`config.mk`:
```
export PLATFORM = sky130hd
export DESIGN_NAME = mem_arbiter
export DESIGN_NICKNAME = d
export VERILOG_FILES = /design/src/rtl/mem_arb_pkg.sv /design/src/rtl/mem_arb_rr.sv /design/src/rtl/mem_arbiter.sv
export SDC_FILE = /design/constraint.sdc
export NUM_CORES = 1
export LEC_CHECK = 0
export CAP_MARGIN = 10
export CELL_PAD_IN_SITES_DETAIL_PLACEMENT = 1
export CELL_PAD_IN_SITES_GLOBAL_PLACEMENT = 2
export CORE_AREA = 2 2 289 291
export CTS_CLUSTER_DIAMETER = 40
export CTS_CLUSTER_SIZE = 25
export DETAILED_ROUTE_END_ITERATION = 12
export DIE_AREA = 0 0 291 293
export PLACE_DENSITY_LB_ADDON = 0.1
export SYNTH_ARGS = -nofsm -noshare
export SYNTH_HDL_FRONTEND = slang
export SYNTH_HIERARCHICAL = 1
export SYNTH_SLANG_ARGS = --single-unit
```
`constraint.sdc`:
```
create_clock -name clock -period 1.64 [get_ports clock]
set_clock_uncertainty 0.2 [all_clocks]
set_input_delay 0.164 -clock clock [delete_from_list [all_inputs] [get_ports clock]]
set_output_delay 0.164 -clock clock [all_outputs]
set_load 0.005 [all_outputs]
```
`src/rtl/mem_arb_pkg.sv`:
```
// Shared types and default sizing for the two-port (ICache/DCache) memory arbiter.
package mem_arb_pkg;

  localparam int DEF_ADDR_W  = 32;
  localparam int DEF_LINE_W  = 128;
  localparam int DEF_LATENCY = 5;
  localparam int CNT_W       = 4;

  typedef enum logic [1:0] {
    ARB_IDLE,
    ARB_BUSY,
    ARB_RESP
  } arb_state_t;

  typedef enum logic {
    OWNER_IC,
    OWNER_DC
  } owner_t;

endpackage

```
`src/rtl/mem_arb_rr.sv`:
```
// Two-way round-robin picker: a lone request wins, a tie goes to whoever did not own last.
module mem_arb_rr
  import mem_arb_pkg::*;
(
  input  logic   ic_req,
  input  logic   dc_req,
  input  owner_t last_owner,
  output logic   grant_valid,
  output owner_t grant_owner
);

  always_comb begin
    grant_valid = ic_req | dc_req;
    grant_owner = OWNER_IC;
    if (ic_req && dc_req) begin
      grant_owner = (last_owner == OWNER_IC) ? OWNER_DC : OWNER_IC;
    end else if (dc_req) begin
      grant_owner = OWNER_DC;
    end
  end

endmodule

```
`src/rtl/mem_arbiter.sv`:
```
// Arbitrates ICache refills and DCache refills/writebacks onto one fixed-latency memory port.
// Handshake: a requester raises req with stable addr/data and holds it until its one-cycle
// resp_valid; the arbiter latches the transaction at grant, so later input changes are ignored.
module mem_arbiter
  import mem_arb_pkg::*;
#(
  parameter int ADDR_W  = DEF_ADDR_W,
  parameter int LINE_W  = DEF_LINE_W,
  parameter int LATENCY = DEF_LATENCY
) (
  input  logic              clock,
  input  logic              reset,
  input  logic              ic_req,
  input  logic [ADDR_W-1:0] ic_addr,
  output logic              ic_resp_valid,
  output logic [LINE_W-1:0] ic_rdata,
  input  logic              dc_req,
  input  logic              dc_we,
  input  logic [ADDR_W-1:0] dc_addr,
  input  logic [LINE_W-1:0] dc_wdata,
  output logic              dc_resp_valid,
  output logic [LINE_W-1:0] dc_rdata,
  output logic              mem_en,
  output logic              mem_we,
  output logic [ADDR_W-1:0] mem_addr,
  output logic [LINE_W-1:0] mem_wdata,
  input  logic [LINE_W-1:0] mem_rdata,
  output logic              busy,
  output arb_state_t        dbg_state
);

  localparam logic [CNT_W-1:0] CNT_LOAD = CNT_W'(LATENCY - 1);

  arb_state_t        state_q, state_d;
  logic [CNT_W-1:0]  cnt_q, cnt_d;
  owner_t            last_owner_q, last_owner_d;
  owner_t            owner_q, owner_d;
  logic [ADDR_W-1:0] addr_q, addr_d;
  logic              we_q, we_d;
  logic [LINE_W-1:0] wdata_q, wdata_d;
  logic [LINE_W-1:0] ic_rdata_q, ic_rdata_d;
  logic [LINE_W-1:0] dc_rdata_q, dc_rdata_d;

  logic   grant_valid;
  owner_t grant_owner;

  mem_arb_rr u_rr (
    .ic_req      (ic_req),
    .dc_req      (dc_req),
    .last_owner  (last_owner_q),
    .grant_valid (grant_valid),
    .grant_owner (grant_owner)
  );

  always_ff @(posedge clock or negedge reset) begin
    if (!reset) begin
      state_q      <= ARB_IDLE;
      cnt_q        <= '0;
      last_owner_q <= OWNER_IC;
      owner_q      <= OWNER_IC;
      addr_q       <= '0;
      we_q         <= 1'b0;
      wdata_q      <= '0;
      ic_rdata_q   <= '0;
      dc_rdata_q   <= '0;
    end else begin
      state_q      <= state_d;
      cnt_q        <= cnt_d;
      last_owner_q <= last_owner_d;
      owner_q      <= owner_d;
      addr_q       <= addr_d;
      we_q         <= we_d;
      wdata_q      <= wdata_d;
      ic_rdata_q   <= ic_rdata_d;
      dc_rdata_q   <= dc_rdata_d;
    end
  end

  always_comb begin
    state_d      = state_q;
    cnt_d        = cnt_q;
    last_owner_d = last_owner_q;
    owner_d      = owner_q;
    addr_d       = addr_q;
    we_d         = we_q;
    wdata_d      = wdata_q;
    ic_rdata_d   = ic_rdata_q;
    dc_rdata_d   = dc_rdata_q;
    unique case (state_q)
      ARB_IDLE: begin
        if (grant_valid) begin
          state_d      = ARB_BUSY;
          cnt_d        = CNT_LOAD;
          owner_d      = grant_owner;
          last_owner_d = grant_owner;
          if (grant_owner == OWNER_DC) begin
            addr_d  = dc_addr;
            we_d    = dc_we;
            wdata_d = dc_wdata;
          end else begin
            addr_d  = ic_addr;
            we_d    = 1'b0;
            wdata_d = '0;
          end
        end
      end
      ARB_BUSY: begin
        if (cnt_q == '0) begin
          state_d = ARB_RESP;
          // Only reads land in the owner's line register; writes leave it alone.
          if (!we_q) begin
            if (owner_q == OWNER_DC) dc_rdata_d = mem_rdata;
            else                     ic_rdata_d = mem_rdata;
          end
        end else begin
          cnt_d = cnt_q - 1'b1;
        end
      end
      ARB_RESP: state_d = ARB_IDLE;
      default:  state_d = ARB_IDLE;
    endcase
  end

  always_comb begin
    busy          = (state_q != ARB_IDLE);
    mem_en        = (state_q == ARB_BUSY);
    mem_we        = (state_q == ARB_BUSY) && (cnt_q == '0) && we_q;
    ic_resp_valid = (state_q == ARB_RESP) && (owner_q == OWNER_IC);
    dc_resp_valid = (state_q == ARB_RESP) && (owner_q == OWNER_DC);
    mem_addr      = addr_q;
    mem_wdata     = wdata_q;
    ic_rdata      = ic_rdata_q;
    dc_rdata      = dc_rdata_q;
    dbg_state     = state_q;
  end

endmodule

```
==> results.json <==
{
  "nets": 2956,
  "grt_overflow": 0,
  "multi_input_area_um2": 7530,
  "drv_slew": 0,
  "hold_class": "in2reg",
  "die_x_um": 291,
  "syn_nets": 1604,
  "fin_ws_ns": -0.458,
  "ys_top_cells_by_area": "dfrtp_1, mux2_4, nand2_1",
  "vdd_ir_drop_max_v": 0.000967,
  "drive_gt1_share_pct": 47.5,
  "drt_wl_total_um": 81700,
  "fp-row-count": 105,
  "critPathBufInv": 5,
  "dr.pass1.iters": 6,
  "fin_crit_ns": 2.10,
  "grt_max_degree": 50,
  "seq_area_um2": 10600,
  "power_leakage_uw": 0.0176,
  "max_stage_delay_ns": 0.47,
  "syn_to_final_growth_pct": 111,
  "synth_top_area_cell": "dfrtp_1",
  "synth_common_cells": "dfrtp_1, nand2_1, mux2_4, o21ai_0, mux2_2",
  "initial_core_util_pct": 21.3,
  "finalSetupViolations": 429,
  "cts_root_buffer": "clkbuf_16",
  "antenna_found_initial": 8,
  "synth-edff-count": 0,
  "core_area_um2": 81800,
  "die_area_um2": 85300,
  "numCtsBuffers": 96,
  "chipHeight_um": 293,
  "path_common_cell": "buf_12",
  "synth-seq-cells": 424,
  "place.gp.congestion": 0.767,
  "cp.required_ns": 1.95,
  "vias": 15600,
  "rsz0062_at_grt": "yes",
  "outcome": "complete, but fails checks",
  "post-dp-hpwl_um": 55400,
  "power_density_nw_per_um2": 1950,
  "cts_buffer_depth": 3,
  "yosysMostFrequentCell": "dfrtp_1",
  "setup-tns-final_ns": -161.00,
  "min_period_over_period_pct": 128,
  "max_freq_mhz": 477,
  "arrival_ns": 2.41,
  "antenna_left": 0,
  "slew_headroom_pct": 80.2,
  "via_per_inst": 4.11,
  "htreeDepth": 3,
  "critPathLaunchType": "register",
  "grt_usage_pct": 18.7,
  "synthArstFlopShare_pct": 100,
  "ios": 748,
  "crit_path_max_fanout": 8,
  "critPathKind": "reg2reg",
  "fillers": 8401,
  "synth_warnings": 6,
  "cts_tree": "built",
  "synth_top_area_share_pct": 60.8,
  "violations": "negative setup slack",
  "port_buffers": 747,
  "total_power_uw": 71900,
  "ys_types": 34,
  "worst_slew_pin_slew_ns": 0.289,
  "yosysSeqAreaShare_pct": 60.8,
  "hold_viol": 0,
  "synthCells": 1278,
  "path_cells": "buf_12 -> buf_8 -> or3b_4 -> buf_12 -> buf_16 -> clkbuf_16 -> nand2_2 -> o21ai_1",
  "drt_iter0_markers": 309,
  "cpLargestDelayFamily": "buffers and inverters",
  "cp_slowest_cell": "or3b_4",
  "syn_area_per_cell_um2": 13.6,
  "cp-end-kind": "register",
  "syn-cell-area_um2": 17400,
  "grt_pass1_wl_um": 120000,
  "routedWlPerCell_um": 21.6,
  "cap_violations": 0,
  "grt_pass1_vias": 18000,
  "synthFlopType": "dfrtp_1",
  "clkSinkCount": 424,
  "clkSlewWorstSetupHoldPaths_ns": 0.05,
  "drc": 0,
  "insertion_delay_ns": 0.62
}
[cells in the final DEF, fill, tap and decap left out, types with 2 or more instances in the layout]
| cell type | n |
|---|---|
| buf_12 | 71 |
| buf_16 | 51 |
| buf_2 | 220 |
| buf_4 | 132 |
| buf_6 | 26 |
| buf_8 | 23 |
| bufinv_16 | 7 |
| clkbuf_1 | 6 |
| clkbuf_16 | 110 |
| clkbuf_8 | 11 |
| clkdlybuf4s15_1 | 142 |
| clkdlybuf4s15_2 | 53 |
| clkdlybuf4s50_1 | 323 |
| clkinv_16 | 2 |
| clkinv_2 | 15 |
| clkinv_4 | 11 |
| clkinvlp_4 | 13 |
| dfrtp_1 | 421 |
| dfrtp_2 | 3 |
| diode_2 | 6 |
| dlygate4sd3_1 | 281 |
| inv_16 | 2 |
| inv_2 | 2 |
| inv_6 | 14 |
| mux2_4 | 256 |
| mux2i_1 | 31 |
| nand2_1 | 164 |
| nand2_2 | 51 |
| nand2_4 | 75 |
| nand3_1 | 2 |
| o21ai_0 | 3 |
| o21ai_1 | 37 |
| o21ai_2 | 125 |
| or3_1 | 2 |
[worst min-delay path, delay by kind of cell]
family                 cells  cell delay (ns)
buffers and inverters      1             0.45
AO/OA/AOI/OAI              1             0.12
multiplexers               1             0.09
[cell families (layout without fill, tap and decap cells)]
kind of cell	Yosys count	after routing	synth area share [%]
AND/OR/NAND/NOR	309	309	7.25
AO/OA/AOI/OAI	169	169	4.90
adder cells (fa/ha/maj)	1	1	0.0717
other	0	6	0
multiplexers	289	289	23.2
flip-flops	424	424	60.8
buffers and inverters	86	1519	3.77
[routing by layer]
layer	GRT usage (%)	up-vias	part of all wire, %
li1	-	7137	-
met1	20.2	7745	37
met2	33.8	538	52
met3	6.61	147	7.2
met4	6.52	4	3.3
met5	0	-	0.024
[final timing paths]
check	start	to	slack (ns)	cells past startpoint
setup / recovery	dbg_state[0]	mem_wdata[23]	-0.46	8
hold / removal	ic_addr[17]	mem_addr[17]	0.03	3
setup reg to reg	dbg_state[0]	mem_wdata[23]	-0.46	8
hold reg to reg	mem_wdata[35]	mem_wdata[35]	0.28	2
max in group asynchronous	reset	mem_wdata[1]	0.23	5
min in group asynchronous	reset	dc_rdata[54]	0.52	4
[area by class of cell]
type	count	share of cell area [%]
sequential	424	28.8
timing repair buffer	1336	37.9
inverter	4	0.0544
tap	1070	3.64
multi-input combinational	768	20.5
clock buffer	114	7.07
clock inverter	65	1.96
antenna	6	0.0408
[where the power goes]
group | total, µW | switching [µW] | internal (µW) | leakage (µW)
Clock | 19500 | 6880 | 12600 | 0.00160
Sequential | 19400 | 3580 | 15800 | 0.00517
Combinational | 33000 | 13000 | 20100 | 0.0108
[registers in the layout, summed over array words and instances, names as in the netlist]
name       cells
mem_addr      32
we_q           1
cnt_q          4
mem_wdata    128
dc_rdata     128
ic_rdata     128
dbg_state      2
owner_q        1
[metrics by stage]
step	util [%]	setup slack, ns	instance area, µm²	cells	hold slack (ns)
after floorplan	-	-0.103	17600	1278	-0.332
after global placement	33.2	-0.500	27200	3137	-0.129
after detailed placement	33.2	-0.505	27200	3137	-0.129
after CTS	43.5	-0.499	35600	3767	0.000953
after global routing	45.0	-0.569	36800	3786	0.0117
final	45.0	-0.458	36800	3787	0.0276
[timing repair]
action,in CTS,in global routing
gates cloned,44,13
hold buffers,282,0
gates resized for setup,1680,251
pin swaps,52,42
setup buffers,127,8
endpoints found under the setup margin,845,567
hold endpoints to repair,801,0
Note: power is estimated with default switching activity, not from simulation.
